--- src/rtl/led_sequencer.sv ---
// rtl/led_sequencer.sv - parametrised LED step sequencer with pause, abort, direction and repeat
//
// Steps an LED_WIDTH-bit value between 0 and MAX_COUNT, one step every
// TICK_DIV clk cycles, and pulses done_sig for one cycle at each end-of-pass.
//
// Ports:
//   clk         in   system clock, the only clock
//   rst         in   synchronous active-high reset
//   go          in   start request level, sampled only in IDLE
//   abort       in   cancel the current pass (RUN/HOLD), no done_sig
//   pause       in   freeze led and the tick counter while high
//   down        in   0: count 0 -> MAX_COUNT, 1: MAX_COUNT -> 0; latched at start
//   repeat_mode in   1: reload the start value at end-of-pass and keep running
//   led         out  current step value (registered)
//   busy        out  high whenever the state is not IDLE (registered)
//   done_sig    out  one-cycle pulse at each end-of-pass (registered)

module led_sequencer #(
  parameter int LED_WIDTH = 4,
  parameter int TICK_DIV  = 1500000,
  parameter int MAX_COUNT = 2**LED_WIDTH-1
) (
  input  logic                 clk,
  input  logic                 rst,
  input  logic                 go,
  input  logic                 abort,
  input  logic                 pause,
  input  logic                 down,
  input  logic                 repeat_mode,
  output logic [LED_WIDTH-1:0] led,
  output logic                 busy,
  output logic                 done_sig
);

  localparam int CNT_W = (TICK_DIV > 1) ? $clog2(TICK_DIV) : 1;

  localparam logic [CNT_W-1:0]     TICK_LAST = CNT_W'(TICK_DIV - 1);
  localparam logic [CNT_W-1:0]     CNT_ONE   = CNT_W'(1);
  localparam logic [LED_WIDTH-1:0] LED_MAX   = LED_WIDTH'(MAX_COUNT);
  localparam logic [LED_WIDTH-1:0] LED_ONE   = LED_WIDTH'(1);

  typedef enum logic [1:0] {
    ST_IDLE = 2'd0,
    ST_RUN  = 2'd1,
    ST_HOLD = 2'd2
  } state_t;

  state_t                 state_q, state_d;
  logic [LED_WIDTH-1:0]   led_q, led_d;
  logic [CNT_W-1:0]       cnt_q, cnt_d;
  logic                   down_q, down_d;
  logic                   busy_q, busy_d;
  logic                   done_q, done_d;

  logic                   active;
  logic                   at_end;
  logic                   tick;

  // A HOLD cycle with pause already released behaves as a RUN cycle, so only
  // cycles that actually see pause=1 delay the sequence.
  assign active = (state_q != ST_IDLE) && !abort && !pause;
  assign tick   = active && (cnt_q == TICK_LAST);
  assign at_end = down_q ? (led_q == '0) : (led_q == LED_MAX);

  always_comb begin
    state_d = state_q;
    led_d   = led_q;
    cnt_d   = cnt_q;
    down_d  = down_q;
    done_d  = 1'b0;

    case (state_q)
      ST_IDLE: begin
        led_d = '0;
        cnt_d = '0;
        if (go) begin
          down_d  = down;
          led_d   = down ? LED_MAX : '0;
          state_d = ST_RUN;
        end
      end

      ST_RUN, ST_HOLD: begin
        if (abort) begin
          state_d = ST_IDLE;
          led_d   = '0;
          cnt_d   = '0;
        end else if (pause) begin
          state_d = ST_HOLD;
        end else begin
          state_d = ST_RUN;
          if (tick) begin
            cnt_d = '0;
            if (at_end) begin
              done_d = 1'b1;
              if (repeat_mode) begin
                led_d = down_q ? LED_MAX : '0;
              end else begin
                led_d   = '0;
                state_d = ST_IDLE;
              end
            end else begin
              led_d = down_q ? (led_q - LED_ONE) : (led_q + LED_ONE);
            end
          end else begin
            cnt_d = cnt_q + CNT_ONE;
          end
        end
      end

      default: begin
        state_d = ST_IDLE;
        led_d   = '0;
        cnt_d   = '0;
      end
    endcase

    busy_d = (state_d != ST_IDLE);
  end

  always_ff @(posedge clk) begin
    if (rst) begin
      state_q <= ST_IDLE;
      led_q   <= '0;
      cnt_q   <= '0;
      down_q  <= 1'b0;
      busy_q  <= 1'b0;
      done_q  <= 1'b0;
    end else begin
      state_q <= state_d;
      led_q   <= led_d;
      cnt_q   <= cnt_d;
      down_q  <= down_d;
      busy_q  <= busy_d;
      done_q  <= done_d;
    end
  end

  assign led      = led_q;
  assign busy     = busy_q;
  assign done_sig = done_q;

endmodule
--- config.mk ---
export PLATFORM = sky130hd
export DESIGN_NAME = led_sequencer
export DESIGN_NICKNAME = d
export VERILOG_FILES = /design/src/rtl/led_sequencer.sv
export SDC_FILE = /design/constraint.sdc
export NUM_CORES = 1
export LEC_CHECK = 0
export BUFFER_PORTS_ARGS = -buffer_cell sky130_fd_sc_hd__buf_2
export CORE_MARGIN = 2
export CORE_UTILIZATION = 52
export DETAILED_ROUTE_END_ITERATION = 16
export GPL_TIMING_DRIVEN = 0
export PLACE_DENSITY_LB_ADDON = 0.3
export SLEW_MARGIN = 40
export SYNTH_ARGS = -nofsm -noshare
export SYNTH_HDL_FRONTEND = slang
export SYNTH_SLANG_ARGS = --single-unit
--- constraint.sdc ---
create_clock -name clk -period 1.8 [get_ports clk]
set_input_delay 0.36 -clock clk [delete_from_list [all_inputs] [get_ports clk]]
set_output_delay 0.36 -clock clk [all_outputs]
set_load 0.01 [all_outputs]
---- After elaboration in Yosys (flattened, before gate mapping) ----
Index checks and enable logic that the tools add are counted.
operators by class
  $add $sub $neg .......................... 3
  eq/ne operators ......................... 6
  multiplexer cells ....................... 20
  bitwise logic cells ..................... 2
  reductions and logical operators ........ 14
operators by type and width
  operator                                                                number
  4-bit two-way mux                                                       9
  21-bit by 1-bit adder with 21-bit output (second input constant)        1
  21-bit equality test (second input constant)                            1
  21-bit two-way mux                                                      1
  4-bit case mux with 2 select lines                                      1
  2-bit two-way mux                                                       3
  3-bit inequality test (second input constant)                           2
  1-bit two-way mux                                                       5
  5-bit OR reduction                                                      1
  4-bit by 1-bit adder with 4-bit output (second input constant)          1
  4-bit equality test (second input constant)                             1
  4-bit logical NOT                                                       1
  2-bit case mux with 2 select lines                                      1
  2-bit AND reduction                                                     2
  2-bit nonzero test                                                      2
  4-bit by 1-bit subtractor with 4-bit output (second input constant)     1
  1-bit logical AND                                                       3
  3-bit OR reduction                                                      1
  2-bit by 1-bit equality test with 1-bit output (second input constant)  1
  2-bit equality test (second input constant)                             1
  1-bit logical NOT                                                       2
  2-bit logical NOT                                                       1
  1-bit NOT                                                               2
  2-bit OR reduction                                                      1
storage, ports and cells
  bits in registers ....................... 30
  output and inout bits ................... 6
  logic and storage cells ................. 51

---- Longest topological paths before layout ----
Gate-level depths: netlist of run 1.
  depth in word-level cells ............... 9
  depth in mapped cells ................... 8
  gate-level depth less buffers ........... 7

---- Worst setup path before layout of run 1 ----
OpenSTA, ideal clock, no wires.
  path type ............................... flip-flop to flip-flop
  start point ............................. register state_q[0]
  end point ............................... register led_q[0] (netlist: led[0])
  arrival time ............................ 1.822 ns
  path slack .............................. -0.139 ns
  stages on the path, launching flop included .. 8
  buffers on the path ..................... 0
  cell sequence ........................... dfxtp_1 > inv_1 > ha_1 > nor4_1 > nand4_1 > or4_4 > nor2b_4 > a22o_1
on the way
  word-level cells in the longest chain between the ends .. 6
  elaborated cells on any way between the ends .. 12
RTL lines
  what                                    RTL line  RTL
  start: declaration                      48        state_t state_q, state_d;
  start signal: assignment                130       state_q <= state_d;
  2-bit nonzero test                      61        assign active = (state_q != ST_IDLE) && !abort && !pause;
  1-bit logical AND (2 in a row)          61
  1-bit logical AND                       62        assign tick = active && (cnt_q == TICK_LAST);
  3-bit inequality test (no source line)  -
  2-bit AND reduction (no source line)    -
  end signal: assignment                  131       led_q <= led_d;
  end: declaration                        49        logic [LED_WIDTH-1:0] led_q, led_d;
Parallel ways exist; a longest one is shown, timed or not.
A chain may end at the register's enable or synchronous reset.

---- Worst setup path after layout of run 1 ----
Ends and elaborated chain as after synthesis.

==> flow_summary.ini, run 1 <==
[placement]
dp_cells = 212
dpl.hpwl_mm = 2.24
numPortBuffers = 11
place_ws_ns = -0.236
gp_congestion = 0.854

[cells_and_area]
multi_input_area_um2 = 981
seq_area_um2 = 609
final_common_cell = nor2_1
num-fill-cells = 227
drive_above_1_share = 0.274
fin_cells = 228
layout_common_cells = nor2_1, dfxtp_1, xor2_1, nand2_1, buf_2
antenna_cells = 0
area_growth_pct = 24.3
utilization = 0.680
final_nets = 209

[floorplan]
start_util = 0.547
die_x_um = 57.9
rows = 19
fp.dieH_um = 57.9
die_area_um2 = 3350
boundaryPins = 13
core_um2 = 2760

[detailed_routing]
drc = 0
via_per_inst = 5.96
dr.pass1.iters = 4
detail-route-antenna-nets = 0
drtIter0Drc = 50
routed_wl_mm = 3.45
wl_per_cell_um = 15.1
route.vias.total = 1358

[timing]
setup_ws_ns = -0.0233
fin_crit_ns = 1.82
slew_headroom = 0.757
hold_viol = 0
worst_pin_slew_ns = 0.361
max_freq_mhz = 548
setup_viol = 5
maxSlewViolCount = 0
rsz0062_at_grt = true
clock_skew_ns = 0.0127
period_share = 1.01
holdWs_ns = 0.226

[clocking]
clock-sinks = 30
cts_root_buffer = clkbuf_4
clock_latency_ns = 0.34
clk_pin_slew_ns = 0.09
hold_buffers = 0
cts_buffers = 5
clock_path_buffers = 2
h-tree-depth = 2
cts_tree = built

[logic_synthesis]
synthesis.area_um2 = 1510
syn_avg_cell_area_um2 = 8.88
seq_area_frac_synth = 0.398
synth_edf_count = 0
synth_nets = 183
yosysWarnings = 0
ys.flop_type = dfxtp_1
synth-seq-cells = 30
ys_types = 35
synthCells = 170
async_flop_share = 0

[status]
violations = negative setup slack
status = finished with violations

[setup_path]
critical_path_class = reg2reg
end_kind = register
startpoint_type = register
cp.arrival_ns = 2.05
cp_max_fo = 5
cp_data_required_time_ns = 2.03

[hold_path]
hp-class = in2reg

[global_routing]
grt_antenna_before_repair = 0
grt_start_max_net_pins = 11
grt_pass1_vias = 1315
overflow = 0
grt_use_total = 0.228
grt_pass1_wl_mm = 5.78

[pwr]
peakVddDrop_v = 0.000634
finalPower_mw = 1.40
p_leak_nw = 0.734
power.density_nw_per_um2 = 748

[job]
maxCapViolations = 0
synthesized netlist by cell type, drive strengths merged (4+ instances only):
library cell,instances,area share
ha,5,0.041
and3,5,0.021
nor2b,4,0.022
nor2,29,0.072
nand4,10,0.041
nand4b,5,0.029
o21ai,4,0.013
nand3,7,0.023
xnor2,10,0.058
dfxtp,30,0.40
nand2,11,0.027
xor2,13,0.075
flip-flops by register name, indices dropped and copies added (netlist names):
name,count
done_sig,1
cnt_q,21
led,4
busy,1
state_q,2
down_q,1
layer usage:
metal	GRT usage	vias to the layer above	wire length [µm]
li1	-	653	-
met1	0.286	662	1550
met2	0.359	31	1660
met3	0.0781	12	157
met4	0.0963	0	81
met5	0	-	0
logic make-up (layout without fill, tap and decap cells):
group	count (synthesis)	count (layout)	synth area share
buffers and inverters	7	34	0.0191
and+or+nand+nor	86	86	0.308
muxes	1	1	0.00663
xor gates and xnor gates	23	23	0.133
AOI/OAI and AO/OA	17	17	0.0796
DFF	30	30	0.398
adders and majority gates	6	6	0.0547
worst paths after layout:
path,depth (start not counted),end,slack [ns],from
worst min-delay path,2,down_q$_SDFFE_PP0P_,0.23,rst
worst max register to register,7,led[0]$_SDFFE_PP0P_,-0.02,state_q[0]$_SDFF_PP0_
worst max-delay path,7,led[0]$_SDFFE_PP0P_,-0.02,state_q[0]$_SDFF_PP0_
worst min register to register,2,cnt_q[1]$_SDFFE_PP0N_,0.50,cnt_q[1]$_SDFFE_PP0N_
power by group:
group	total (mW)	internal, mW	switching, mW
clock network	0.497	0.267	0.231
logic	0.197	0.0988	0.0983
registers	0.708	0.683	0.0246
critical path: stages, from the launching register on:
cell	delay (ns)
dfxtp_2	0.34
inv_2	0.04
ha_4	0.16
nor4_4	0.14
nand4_1	0.14
or4_4	0.51
nor2b_4	0.18
a22o_1	0.21
stage by stage:
step	area (µm²)	setup TNS, ns
after global routing	1880	-1.36
after CTS	1750	-1.06
after detailed placement	1620	-4.97
after global placement	1620	-4.08
final	1880	-0.0715
after floorplan	1520	0
what timing repair did:
item / in CTS / in global routing
gates cloned: 0 / 2
endpoints found under the setup margin: 27 / 27
pin swaps: 7 / 5
gates resized for setup: 10 / 20
buffers inserted: 3 / 4
final cells by class:
type | instances | share of cell area
Multi-Input combinational cell | 133 | 0.523
Sequential cell | 30 | 0.325
Timing Repair Buffer | 20 | 0.0694
Clock buffer | 8 | 0.0420
Tap cell | 31 | 0.0207
Buffer | 3 | 0.0140
Inverter | 3 | 0.00600
(Power assumes the default switching activity.)
==> run 2, diff against run 1 <==
Settings changed: CORE_UTILIZATION 52 to 55, CTS_BUF_LIST set to sky130_fd_sc_hd__clkbuf_8.
==> flow_summary.ini, run 2 (synthesized netlist as in run 1, its figures left out) <==
[global_routing]
gr-max-usage-layer = met2
grt_use_total = 0.229
grt_start_max_net_pins = 11
use_met2 = 0.343
grtUsageMet1 = 0.311
grt_pass1_vias = 1224
grt_pass1_wl_mm = 5.60
grt_antenna_before_repair = 0
overflow = 0
grt_use_met3 = 0.0714

[floorplan]
core_um2 = 2540
boundaryPins = 13
start_util = 0.593
die_x_um = 56.4
fp.dieH_um = 56.4
die_area_um2 = 3180
rows = 18

[cells_and_area]
final_common_cell = nor2_1
largest_reg_flops = 21
area_growth_pct = 20.4
largest_register = cnt_q
antenna_cells = 0
fin_cells = 220
layout_common_cells = nor2_1, dfxtp_1, xor2_1, nand2_1, buf_2
drive_above_1_share = 0.237
final_nets = 204
num-fill-cells = 195

[status]
violations = negative setup slack
status = finished with violations

[timing]
clock_skew_ns = 0.00506
max_freq_mhz = 550
tns_ns = -0.0510
setup_viol = 6
rsz0062_at_grt = true
slew_headroom = 0.647
hold_viol = 0
maxSlewViolCount = 0
period_share = 1.01
setup_ws_ns = -0.0174
fin_crit_ns = 1.82
worst_pin_slew_ns = 0.525

[placement]
dpl.hpwl_mm = 2.32
gp_congestion = 0.943
dp_cells = 211
numPortBuffers = 11

[clocking]
cts_buffers = 5
clock_latency_ns = 0.28
cts_tree = built
clock_path_buffers = 2
h-tree-depth = 2
hold_buffers = 0
cts_root_buffer = clkbuf_8
clock-sinks = 30
clk_pin_slew_ns = 0.06

[setup_path]
crit_buf_inv = 0
crit_end = led[2]$_SDFFE_PP0P_
end_kind = register
r2r_end = led[2]$_SDFFE_PP0P_
path_cells = ha_4 -> nand4b_1 -> or4_4 -> nor2b_4 -> a22o_1
cp_data_required_time_ns = 1.97
setup.worst_path.start = cnt_q[0]$_SDFFE_PP0N_
max_stage_delay_ns = 0.63
startpoint_type = register
path_depth = 5
reg2reg_slack_ns = -0.02
cpMaxStageDelayCell = or4_4
critical_path_class = reg2reg
cp_max_fo = 5
r2r_start = cnt_q[0]$_SDFFE_PP0N_
r2r_cells = 5
crit_family = simple AND/OR/NAND/NOR gates
cp.arrival_ns = 1.99

[detailed_routing]
drc = 0
via_per_inst = 6.00
routed_wl_mm = 3.41
detail-route-antenna-nets = 0
route.vias.total = 1319
drtIter0Drc = 69
wl_per_cell_um = 15.5
dr.pass1.iters = 4

[hold_path]
hp-class = in2reg

[pwr]
peakVddDrop_v = 0.000811
power.density_nw_per_um2 = 781
p_leak_nw = 0.678

[job]
maxCapViolations = 0
[run 2: cell types whose count changed in the layout (fill, tap and decap cells not counted), sizes merged]
cell	change
clkbuf	-2
buf	-5
[run 2: final cells by class]
cell class	count	area, µm²	share of cell area
multi-input cells	133	961	0.529
flip-flops and latches	30	613	0.337
repair buffers	15	85.1	0.0468
clock buffers	6	82.6	0.0455
well taps	30	37.5	0.0207
plain buffers	3	26.3	0.0145
inverters	3	11.3	0.00620
[run 2: layer usage]
metal / wire, µm / vias up
met2: 1610 / 46
met1: 1560 / 629
li1: - / 642
met4: 21 / 0
met5: 0 / -
met3: 222 / 2
[run 2: per-stage QoR]
| stage | hold slack (ns) | total power, mW | setup slack [ns] | util | instance area (µm²) |
|---|---|---|---|---|---|
| 2_1_floorplan | 0.429 | 0.824 | 0.00761 | - | 1520 |
| 3_3_place_gp | 0.468 | 0.865 | -0.219 | 0.635 | 1620 |
| 3_5_place_dp | 0.478 | 0.873 | -0.225 | 0.635 | 1620 |
| 4_1_cts | 0.274 | 1.41 | -0.115 | 0.689 | 1750 |
| 6_report | 0.269 | 1.42 | -0.0174 | 0.714 | 1820 |
| 5_1_grt | 0.269 | 1.48 | -0.0864 | 0.714 | 1820 |
[run 2: what timing repair did]
action	4_1_cts	5_1_grt
setup buffers	3	1
gates resized for setup	9	15
endpoints found under the hold margin	0	0
endpoints found under the setup margin	26	27
pin swaps	6	5
[run 2: worst min-delay path by stage]
stage / from / depth (start not counted) / to / slack, ns
after floorplan: rst / 1 / down_q$_SDFFE_PP0P_ / 0.43
after global placement: cnt_q[1]$_SDFFE_PP0N_ / 2 / cnt_q[1]$_SDFFE_PP0N_ / 0.47
after detailed placement: cnt_q[1]$_SDFFE_PP0N_ / 2 / cnt_q[1]$_SDFFE_PP0N_ / 0.48
after CTS: rst / 2 / down_q$_SDFFE_PP0P_ / 0.27
after global routing: rst / 2 / down_q$_SDFFE_PP0P_ / 0.27
final: rst / 2 / down_q$_SDFFE_PP0P_ / 0.27
[run 2: where the power goes]
group          internal (mW)  leakage (nW)  total (mW)  switching (mW)
registers              0.683         0.247       0.709          0.0258
clock network          0.294        0.0431       0.526           0.233
logic                 0.0871         0.388       0.184          0.0966
==> run 3, diff against run 2 <==
Settings changed: CORE_UTILIZATION 55 to 65.
Clock period 1.8 ns to 2.2 ns, I/O delays scaled along.
==> flow_summary.ini, run 3 (synthesized netlist as in run 1, its figures left out) <==
[status]
status = completed

[cells_and_area]
largest_reg_flops = 21
antenna_cells = 0
final_common_cell = dfxtp_1
final_nets = 201
layout_common_cells = dfxtp_1, nor2_1, xor2_1, nand2_1, buf_2
area_growth_pct = 14.5
largest_register = cnt_q
drive_above_1_share = 0.148

[timing]
period_share = 0.960
fin_crit_ns = 2.11
clock_skew_ns = 0.00448
maxSlewViolCount = 0
setup_ws_ns = 0.0870
tns_ns = 0
max_freq_mhz = 473
slew_headroom = 0.668
worst_pin_slew_ns = 0.496
hold_viol = 0
setup_viol = 0

[detailed_routing]
route.vias.total = 1281
drtIter0Drc = 28
routed_wl_mm = 3.25
detail-route-antenna-nets = 0
via_per_inst = 5.90
wl_per_cell_um = 15.0
drc = 0
dr.pass1.iters = 4

[global_routing]
grt_antenna_before_repair = 0
use_met2 = 0.508
grt_pass1_wl_mm = 5.41
overflow = 0
gr-max-usage-layer = met2
grt_pass1_vias = 1202
grtUsageMet1 = 0.297
grt_use_met3 = 0.0600
grt_start_max_net_pins = 11
grt_use_total = 0.272

[clocking]
clock_path_buffers = 2
h-tree-depth = 2
clock-sinks = 30
hold_buffers = 0
clk_pin_slew_ns = 0.06
post_cts_buffers = 0
clock_latency_ns = 0.28
cts_tree = built
cts_resized = 2
cts_root_buffer = clkbuf_8
cts_buffers = 5

[placement]
gp_congestion = 0.878
dpl.hpwl_mm = 2.34
place_ws_ns = -0.00654
numPortBuffers = 11

[setup_path]
cp.arrival_ns = 2.28
cp_data_required_time_ns = 2.37
r2r_cells = 8
setup.worst_path.start = state_q[0]$_SDFF_PP0_
startpoint_type = register
cp_max_fo = 10
crit_end = cnt_q[14]$_SDFFE_PP0N_
end_kind = register
critical_path_class = reg2reg
r2r_end = cnt_q[14]$_SDFFE_PP0N_
r2r_start = state_q[0]$_SDFF_PP0_
reg2reg_slack_ns = 0.09

[pwr]
power.density_nw_per_um2 = 702
peakVddDrop_v = 0.000569
p_leak_nw = 0.656

[hold_path]
hp-class = in2reg

[floorplan]
boundaryPins = 13
rows = 17
start_util = 0.682
die_area_um2 = 2720
die_x_um = 52.2
fp.dieH_um = 52.2
core_um2 = 2210

[job]
maxCapViolations = 0
[run 3: changes by cell type in the layout (fill, tap and decap cells not counted), sizes merged]
cell | before | now
buf | 17 | 11
clkbuf | 7 | 12
[run 3: worst min path at each step]
stage,from,to,slack (ns),depth (start not counted)
after detailed placement,cnt_q[1]$_SDFFE_PP0N_,cnt_q[1]$_SDFFE_PP0N_,0.51,2
final,rst,down_q$_SDFFE_PP0P_,0.36,2
after CTS,rst,down_q$_SDFFE_PP0P_,0.36,2
after global routing,rst,down_q$_SDFFE_PP0P_,0.36,2
after global placement,cnt_q[1]$_SDFFE_PP0N_,cnt_q[1]$_SDFFE_PP0N_,0.47,2
after floorplan,cnt_q[1]$_SDFFE_PP0N_,cnt_q[1]$_SDFFE_PP0N_,0.46,2
[run 3: layout make-up]
| cell class | instances | area (µm²) |
|---|---|---|
| well taps | 28 | 35.0 |
| repair buffers | 11 | 55.1 |
| multi-input cells | 133 | 893 |
| fillers | 140 | 484 |
| plain buffers | 4 | 22.5 |
| inverters | 3 | 11.3 |
| flip-flops and latches | 30 | 601 |
| clock buffers | 8 | 110 |
[run 3: through the flow]
stage	hold WS, ns	total power, mW	instances	util	cell area [µm²]
2_1_floorplan	0.458	0.668	170	-	1510
3_3_place_gp	0.471	0.698	209	0.723	1600
3_5_place_dp	0.506	0.705	209	0.723	1600
4_1_cts	0.355	1.21	217	0.778	1720
5_1_grt	0.363	1.25	217	0.781	1730
6_report	0.364	1.21	217	0.781	1730
[run 3: critical path, cell delays in order, from the launching register on]
cell and delay [ns]:
dfxtp_1 0.38, inv_1 0.07, ha_2 0.22, nor4_2 0.15, nand4_1 0.14, or4_4 0.61
nand2b_1 0.14, clkbuf_4 0.22, nor2_1 0.07
[run 3: metal layers]
layer | part of all wire | routed length, µm | vias up
met3 | 0.042 | 138 | 6
met5 | 0 | 0 | -
met1 | 0.41 | 1330 | 609
met4 | 0.014 | 45 | 0
li1 | - | - | 634
met2 | 0.53 | 1740 | 32
[run 3: report_power, final]
| part | internal [mW] | leakage, nW | switching (mW) |
|---|---|---|---|
| sequential | 0.558 | 0.243 | 0.0194 |
| combinational | 0.0543 | 0.356 | 0.0690 |
| clock | 0.315 | 0.0575 | 0.196 |
